[config.mk]
export PLATFORM = sky130hd
export DESIGN_NAME = uart_byte_receiver
export DESIGN_NICKNAME = d
export VERILOG_FILES = /design/src/rtl/uart_byte_receiver.sv
export SDC_FILE = /design/constraint.sdc
export NUM_CORES = 1
export LEC_CHECK = 0
export CORE_AREA = 10 10 75 58
export DETAILED_ROUTE_END_ITERATION = 10
export DIE_AREA = 0 0 85 68
export PLACE_DENSITY = 0.8
export SYNTH_ARGS = -nofsm -noshare
export SYNTH_HDL_FRONTEND = slang
export SYNTH_SLANG_ARGS = --single-unit
[constraint.sdc]
create_clock -name clk -period 4.48 [get_ports clk]
set_input_delay 0.672 -clock clk [delete_from_list [all_inputs] [get_ports clk]]
set_output_delay 0.672 -clock clk [all_outputs]
set_load 0.01 [all_outputs]
[src/rtl/uart_byte_receiver.sv]
// UART receiver: 2-flop synchronized line, mid-bit sampling, start + PAYLOAD_BITS + stop.
// Define UART_RX_PARITY_EN to add one even-parity bit between the data bits and the stop bit.
module uart_byte_receiver #(
  parameter int CLK_HZ       = 50_000_000,
  parameter int BIT_RATE     = 9600,
  parameter int PAYLOAD_BITS = 8
) (
  input  logic                    clk,
  input  logic                    rst,
  input  logic                    uart_rxd,
  output logic [PAYLOAD_BITS-1:0] uart_rx_data,
  output logic                    uart_rx_valid,
  output logic                    uart_rx_frame_err
);

  localparam int CYCLES_PER_BIT = CLK_HZ / BIT_RATE;
  localparam int HALF_BIT       = CYCLES_PER_BIT / 2;
  localparam int CW             = $clog2(CYCLES_PER_BIT + 1);
  localparam int BW             = $clog2(PAYLOAD_BITS + 1);
  localparam logic [CW-1:0] BIT_LAST  = CW'(CYCLES_PER_BIT - 1);
  localparam logic [CW-1:0] HALF_LAST = CW'(HALF_BIT - 1);
  localparam logic [BW-1:0] DATA_LAST = BW'(PAYLOAD_BITS - 1);

  typedef enum logic [2:0] {
    S_IDLE   = 3'd0,
    S_START  = 3'd1,
    S_DATA   = 3'd2,
`ifdef UART_RX_PARITY_EN
    S_PARITY = 3'd3,
`endif
    S_STOP   = 3'd4
  } state_e;

  state_e                  state_q, state_d;
  logic                    sync1_q, sync2_q;
  logic                    rxd_prev_q, rxd_prev_d;
  logic [CW-1:0]           cnt_q, cnt_d;
  logic [BW-1:0]           bit_cnt_q, bit_cnt_d;
  logic [PAYLOAD_BITS-1:0] shift_q, shift_d;
  logic [PAYLOAD_BITS-1:0] data_q, data_d;
  logic                    valid_q, valid_d;
  logic                    err_q, err_d;
  logic                    rxd_s, fall_s, bit_tick_s, half_tick_s, stop_tick_s, good_s;
`ifdef UART_RX_PARITY_EN
  logic                    par_err_q, par_err_d;
`endif

  assign rxd_s       = sync2_q;
  assign fall_s      = rxd_prev_q & ~rxd_s;
  assign bit_tick_s  = (cnt_q == BIT_LAST);
  assign half_tick_s = (cnt_q == HALF_LAST);
  assign stop_tick_s = (state_q == S_STOP) && bit_tick_s;
`ifdef UART_RX_PARITY_EN
  assign good_s      = rxd_s & ~par_err_q;
`else
  assign good_s      = rxd_s;
`endif

  always_ff @(posedge clk) begin
    if (rst) begin
      state_q    <= S_IDLE;
      sync1_q    <= 1'b1;
      sync2_q    <= 1'b1;
      rxd_prev_q <= 1'b1;
      cnt_q      <= '0;
      bit_cnt_q  <= '0;
      shift_q    <= '0;
      data_q     <= '0;
      valid_q    <= 1'b0;
      err_q      <= 1'b0;
`ifdef UART_RX_PARITY_EN
      par_err_q  <= 1'b0;
`endif
    end else begin
      state_q    <= state_d;
      sync1_q    <= uart_rxd;
      sync2_q    <= sync1_q;
      rxd_prev_q <= rxd_prev_d;
      cnt_q      <= cnt_d;
      bit_cnt_q  <= bit_cnt_d;
      shift_q    <= shift_d;
      data_q     <= data_d;
      valid_q    <= valid_d;
      err_q      <= err_d;
`ifdef UART_RX_PARITY_EN
      par_err_q  <= par_err_d;
`endif
    end
  end

  always_comb begin
    state_d    = state_q;
    cnt_d      = cnt_q + CW'(1);
    bit_cnt_d  = bit_cnt_q;
    shift_d    = shift_q;
    rxd_prev_d = rxd_s;
`ifdef UART_RX_PARITY_EN
    par_err_d  = par_err_q;
`endif
    case (state_q)
      S_IDLE: begin
        cnt_d     = '0;
        bit_cnt_d = '0;
        if (fall_s) begin
          state_d = S_START;
`ifdef UART_RX_PARITY_EN
          par_err_d = 1'b0;
`endif
        end else begin
          state_d = S_IDLE;
        end
      end
      S_START: begin
        if (half_tick_s) begin
          cnt_d   = '0;
          state_d = rxd_s ? S_IDLE : S_DATA;
        end else begin
          state_d = S_START;
        end
      end
      S_DATA: begin
        if (bit_tick_s) begin
          cnt_d     = '0;
          shift_d   = {rxd_s, shift_q[PAYLOAD_BITS-1:1]};
          bit_cnt_d = bit_cnt_q + BW'(1);
          if (bit_cnt_q == DATA_LAST) begin
`ifdef UART_RX_PARITY_EN
            state_d = S_PARITY;
`else
            state_d = S_STOP;
`endif
          end else begin
            state_d = S_DATA;
          end
        end else begin
          state_d = S_DATA;
        end
      end
`ifdef UART_RX_PARITY_EN
      S_PARITY: begin
        if (bit_tick_s) begin
          cnt_d     = '0;
          par_err_d = (^shift_q) ^ rxd_s;
          state_d   = S_STOP;
        end else begin
          state_d = S_PARITY;
        end
      end
`endif
      S_STOP: begin
        if (bit_tick_s) begin
          cnt_d   = '0;
          state_d = S_IDLE;
          // A low stop bit re-arms edge detection so a held-low break yields one error per frame.
          if (!rxd_s) begin
            rxd_prev_d = 1'b1;
          end else begin
            rxd_prev_d = rxd_s;
          end
        end else begin
          state_d = S_STOP;
        end
      end
      default: begin
        state_d = S_IDLE;
        cnt_d   = '0;
      end
    endcase
  end

  always_comb begin
    valid_d = stop_tick_s & good_s;
    err_d   = stop_tick_s & ~good_s;
    if (valid_d) begin
      data_d = shift_q;
    end else begin
      data_d = data_q;
    end
  end

  assign uart_rx_data      = data_q;
  assign uart_rx_valid     = valid_q;
  assign uart_rx_frame_err = err_q;

endmodule

==> results.cfg, run 1 <==
[yosys]
synth_most_common_cell = dfxtp_1
synth_edf_count = 0
synth_top_cell_by_area = dfxtp_1
synth_cell_types = 34
yosys_warnings = 0
syn_avg_cell_area_um2 = 9.63
synth_top_area_share_pct = 48.2
yosysSeqAreaShare_pct = 48.2
synth_area_um2 = 1700
synthTopCellsByArea = dfxtp_1 48%, mux2i_1 9.4%, nor2_1 7.7%
syn_inst = 177
synth-async-reset-ratio_pct = 0
ys_ff_latch = 41
syn_nets = 182
synthTopCellsByCount = 41 x dfxtp_1, 35 x nor2_1, 16 x mux2i_1
synthFlopType = dfxtp_1

[cells_and_area]
diodes = 0
area_growth_pct = 14.3
layout.nets = 195
post-route-util_pct = 65.0
drive_above_1_share_pct = 9.95
fillers = 238

[sta]
timing.final.hold_violations = 0
worst_pin_slew_ns = 1.07
fin_skew_ns = 0.00618
min_period_ns = 2.77
fmax_mhz = 360
tns_ns = 0
finalCritPeriodShare_pct = 61.9
slew_headroom_pct = 28.8
final-max-slew-violation-count = 0
rsz0062_at_grt = false
layout_setup_ws_ns = 1.71
setup_viol = 0

[floorplan]
dieArea_um2 = 5780
fp.coreArea_um2 = 3000
io_pins = 13
initial_core_util_pct = 56.8
die_w_um = 85
rows = 17
fp.dieH_um = 68

[setup_path]
r2r-end = bit_cnt_q[3]
arrival_ns = 2.92
crit_path_cell_trace = clkdlybuf4s50_1 > nor3_1 > a32oi_1 > nor2_1
critPathCaptureType = flip-flop
crit_fanout = 28
critPathLaunchType = primary input
r2r-start = cnt_q[0]
reg2regPathDepth = 5
regToRegSetupSlack_ns = 2.07
slowest_stage = clkdlybuf4s50_1
critPathKind = in -> reg
cp_data_required_time_ns = 4.62
critPathMaxStageDelay_ns = 1.06

[worst_hold_path]
worstHoldStart = sync1_q
hold_depth = 1
hold_path_end = good_s
hold_path_class = reg -> reg

[place]
io_buffers = 12
hpwl_um = 2290
gp_congestion = 0.802
place_ws_ns = 1.45

[clocking]
post-cts-setup-buffer-count = 0
cts_hold_buf = 0
cts_tree = built
clock_latency_ns = 0.30
cts_resized = 0
clockBufferDepth = 2
cts_buffers = 5
htree_levels = 2
cts_sinks = 41
clkSlewWorstSetupHoldPaths_ns = 0.07
clockRootBuffer = clkbuf_8

[drt]
drt_iter0_drc = 82
drt_first_pass_iters = 4
drcViolationCount = 0
via_count = 1250
wire_per_inst_um = 13.9
postRouteWirelength_um = 3190
routed_via_density = 5.46
drtAntennaViolNets = 0

[global_routing]
grt_max_degree = 29
grt_usage_pct = 12.0
grt_pass1_wl_um = 5540
grt_pass1_vias = 1226
antenna_found_initial = 0
grt-ovfl-total = 0

[pwr]
p_per_area_nw_per_um2 = 328
irDropWorstVdd_uv = 210
power.leakage_nw = 0.734

[run]
cap_violations = 0

[run_status]
status = completed
[layout make-up]
cell class	instances	area, µm²	share of cell area [%]
multi-input cells	126	843	43.3
flip-flops and latches	41	821	42.1
repair buffers	12	120	6.17
clock buffers	7	96.3	4.95
well taps	38	47.5	2.44
inverters	4	15.0	0.771
clock inverters	1	5.00	0.257
[cells by family (layout without fill, tap and decap cells)]
group                    Yosys count  count (layout)  share of synthesized area [%]
AO/OA/AOI/OAI                     13              13                           5.21
XOR/XNOR                          11              11                           5.65
adder cells (fa/ha/maj)            2               2                           1.47
buffers and inverters             10              24                           2.35
flip-flops                        41              41                           48.2
multiplexers                      16              16                           9.40
AND/OR/NAND/NOR                   84              84                           27.8
[cells in the final DEF (no fill, tap or decap), types with 2 or more instances in the layout]
| cell | n |
|---|---|
| nor3_1 | 6 |
| nor2b_1 | 2 |
| nand3_1 | 8 |
| o21ai_0 | 2 |
| dfxtp_1 | 41 |
| nand4_1 | 4 |
| nor2_1 | 35 |
| clkdlybuf4s50_1 | 12 |
| nor4bb_1 | 3 |
| and4bb_4 | 2 |
| or2_2 | 4 |
| xnor2_1 | 9 |
| clkbuf_8 | 7 |
| mux2i_1 | 16 |
| ha_1 | 2 |
| inv_1 | 4 |
| xor2_1 | 2 |
| o31ai_1 | 3 |
| nand2_1 | 5 |
| a21oi_1 | 4 |
| nand2b_1 | 4 |
| or3_1 | 3 |
[worst max-delay path by stage]
| stage | start | to | slack, ns |
|---|---|---|---|
| floorplan | cnt_q[0] | state_q[2] | 2.80 |
| global placement | rst | cnt_q[6] | 1.53 |
| detailed placement | rst | cnt_q[4] | 1.45 |
| CTS | rst | cnt_q[5] | 1.76 |
| global route | rst | cnt_q[4] | 1.54 |
| finish | rst | cnt_q[4] | 1.71 |
[state kept, by name, summed over array words and instances (netlist names)]
signal	cells
uart_rx_frame_err	1
uart_rx_valid	1
cnt_q	13
rxd_prev_q	1
uart_rx_data	8
bit_cnt_q	4
good_s	1
shift_q	8
sync1_q	1
state_q	3
[worst max-delay path: cells and delay by family]
family | cells | cell delay, ns
AOI/OAI and AO/OA | 1 | 0.86
buffers and inverters | 1 | 1.06
and+or+nand+nor | 2 | 0.31
[per-layer routing]
| metal | global-route usage (%) | vias to the layer above | wire (µm) |
|---|---|---|---|
| met5 | 0 | - | 0 |
| met4 | 6.15 | 0 | 71 |
| met3 | 5.58 | 8 | 180 |
| met2 | 19.2 | 27 | 1450 |
| met1 | 13.5 | 576 | 1480 |
| li1 | - | 639 | - |
[per-stage QoR]
| step | hold slack (ns) | cells | cell area (µm²) | total power (W) |
|---|---|---|---|---|
| 2_1_floorplan | 0.389 | 177 | 1700 | 0.000384 |
| 3_3_place_gp | 0.397 | 221 | 1850 | 0.000387 |
| 3_5_place_dp | 0.437 | 221 | 1850 | 0.000387 |
| 4_1_cts | 0.459 | 229 | 1950 | 0.000648 |
| 5_1_grt | 0.476 | 229 | 1950 | 0.000667 |
| 6_report | 0.450 | 229 | 1950 | 0.000640 |
[power breakdown]
part	switching, W	internal (W)	leakage (nW)
clock	0.000122	0.000139	0.0542
sequential	0.00000256	0.000366	0.331
combinational	0.00000632	0.00000388	0.349
Power figures use the tool's default switching activity.
==> run 2, diff against run 1 <==
Settings changed: CORE_AREA 10 10 75 58 to 10 10 77 60, DIE_AREA 0 0 85 68 to 0 0 87 70, PLACE_DENSITY 0.8 to 0.75.
Clock period 4.48 ns to 2.9 ns, I/O delays scaled along.
==> run 2 against run 1 <==
Net effect:
- power increased by 59%
- via count is 3.4% higher
- die area up 5.4%
- critical path depth increased by 2
- routed wire length grew 0.72%
- register-to-register slack lost 1.0 ns
- sequential share of layout area is 0.59 points lower
- clock power rose by 66%
- final area rose by 1.4%
- non-clock buffer count grew 3
- critical path type is now reg -> reg
- critical endpoint is now bit_cnt_q[3]
- largest power group unchanged
==> results.cfg, run 2 (same netlist as run 1, synthesis figures left out) <==
[setup_path]
cp_data_required_time_ns = 3.13
crit_fanout = 16
critPathLaunchType = flip-flop
arrival_ns = 2.05
critPathKind = reg -> reg
regToRegSetupSlack_ns = 1.07
r2r-end = bit_cnt_q[3]
r2r-start = cnt_q[0]
crit_start = cnt_q[0]
reg2regPathDepth = 6
critPathCaptureType = flip-flop

[global_routing]
grt_pass1_wl_um = 5500
grt_pass1_vias = 1240
grt_usage_pct = 11.0
antenna_found_initial = 0
grt-ovfl-total = 0
grt_max_degree = 29

[worst_hold_path]
hold_path_end = good_s
worstHoldStart = sync1_q
hold_depth = 1
hold_path_class = reg -> reg

[run]
cap_violations = 0

[clocking]
cts_sinks = 41
clockBufferDepth = 2
htree_levels = 2
cts_resized = 0
post-cts-setup-buffer-count = 0
clkSlewWorstSetupHoldPaths_ns = 0.08
cts_tree = built
clock_latency_ns = 0.29
clockRootBuffer = clkbuf_8
cts_hold_buf = 0
cts_buffers = 5

[cells_and_area]
diodes = 0
final_cell_mix = 41 x dfxtp_1, 35 x nor2_1, 16 x mux2i_1, 12 x clkdlybuf4s50_1, 9 x xnor2_1
multi_input_area_um2 = 843
largest_register = cnt_q
layout.nets = 198
regArea_um2 = 821
area_growth_pct = 15.9
layoutNonFillerInstCount = 233
drive_above_1_share_pct = 10.9
fillers = 280
largest_register_ffs = 13
layout_commonest_cell = dfxtp_1

[floorplan]
io_pins = 13
fp.dieH_um = 70
die_w_um = 87
fp.coreArea_um2 = 3270
dieArea_um2 = 6090
initial_core_util_pct = 52.2
rows = 18

[drt]
drt_iter0_drc = 63
drtAntennaViolNets = 0
postRouteWirelength_um = 3210
routed_via_density = 5.55
via_count = 1293
drcViolationCount = 0
wire_per_inst_um = 13.8
drt_first_pass_iters = 4

[pwr]
power.leakage_nw = 0.747
p_per_area_nw_per_um2 = 515
irDropWorstVdd_uv = 287
finalPower_w = 0.00102

[sta]
finalCritPeriodShare_pct = 62.9
tns_ns = 0
min_period_ns = 1.83
hold-worst-slack_ns = 0.414
fmax_mhz = 548
worst_pin_slew_ns = 0.446
fin_skew_ns = 0.0101
rsz0062_at_grt = false
setup_viol = 0
timing.final.hold_violations = 0
final-max-slew-violation-count = 0
slew_headroom_pct = 69.9

[place]
io_buffers = 12
dp.cells = 226
gp_congestion = 0.843
hpwl_um = 2200

[run_status]
status = completed
-- run 2: changes by cell type in the layout (fill, tap and decap cells not counted) --
cell,delta
buf_4,+3
clkbuf_8,-2
bufinv_16,+1
-- run 2: power by group --
part	internal, W	switching [W]	leakage (nW)
clock network	0.000250	0.000182	0.0540
logic	0.00000740	0.0000101	0.363
registers	0.000565	0.00000365	0.331
total	0.000823	0.000195	0.747
-- run 2: worst max-delay path by stage --
stage / end / slack, ns
after global routing: bit_cnt_q[3] / 0.97
after floorplan: state_q[2] / 1.22
after detailed placement: cnt_q[9] / 1.0
final: bit_cnt_q[3] / 1.07
after CTS: bit_cnt_q[3] / 1.07
after global placement: cnt_q[4] / 1.06
-- run 2: cell type report --
class / count / share of cell area [%]
repair buffers: 15 / 7.22
clock buffers: 5 / 3.48
clock inverters: 2 / 1.77
flip-flops and latches: 41 / 41.5
multi-input cells: 126 / 42.7
well taps: 40 / 2.53
inverters: 4 / 0.760
-- run 2: metrics by stage --
step                      worst slack (ns)  utilization [%]  instance area, µm²
after global routing                 0.965             60.5                1980
after detailed placement             0.998             57.3                1870
after floorplan                       1.22                -                1700
after global placement                1.06             57.3                1870
final                                 1.07             60.5                1980
after CTS                             1.07             60.5                1980
-- run 2: critical path, cell delays in order, from the launching register on --
cell,delay [ns]
dfxtp_1,0.35
ha_1,0.26
and4bb_4,0.31
nand4_1,0.11
buf_4,0.22
or3_1,0.36
a21oi_1,0.15
-- run 2: per-layer routing --
| layer | part of all wire, % | up-vias | global-route usage (%) | routed length, µm |
|---|---|---|---|---|
| li1 | - | 647 | - | - |
| met1 | 47 | 611 | 13.3 | 1520 |
| met2 | 45 | 25 | 16.8 | 1440 |
| met3 | 5.3 | 10 | 3.82 | 170 |
| met4 | 2.4 | 0 | 5.39 | 76 |
| met5 | 0 | - | 0 | 0 |
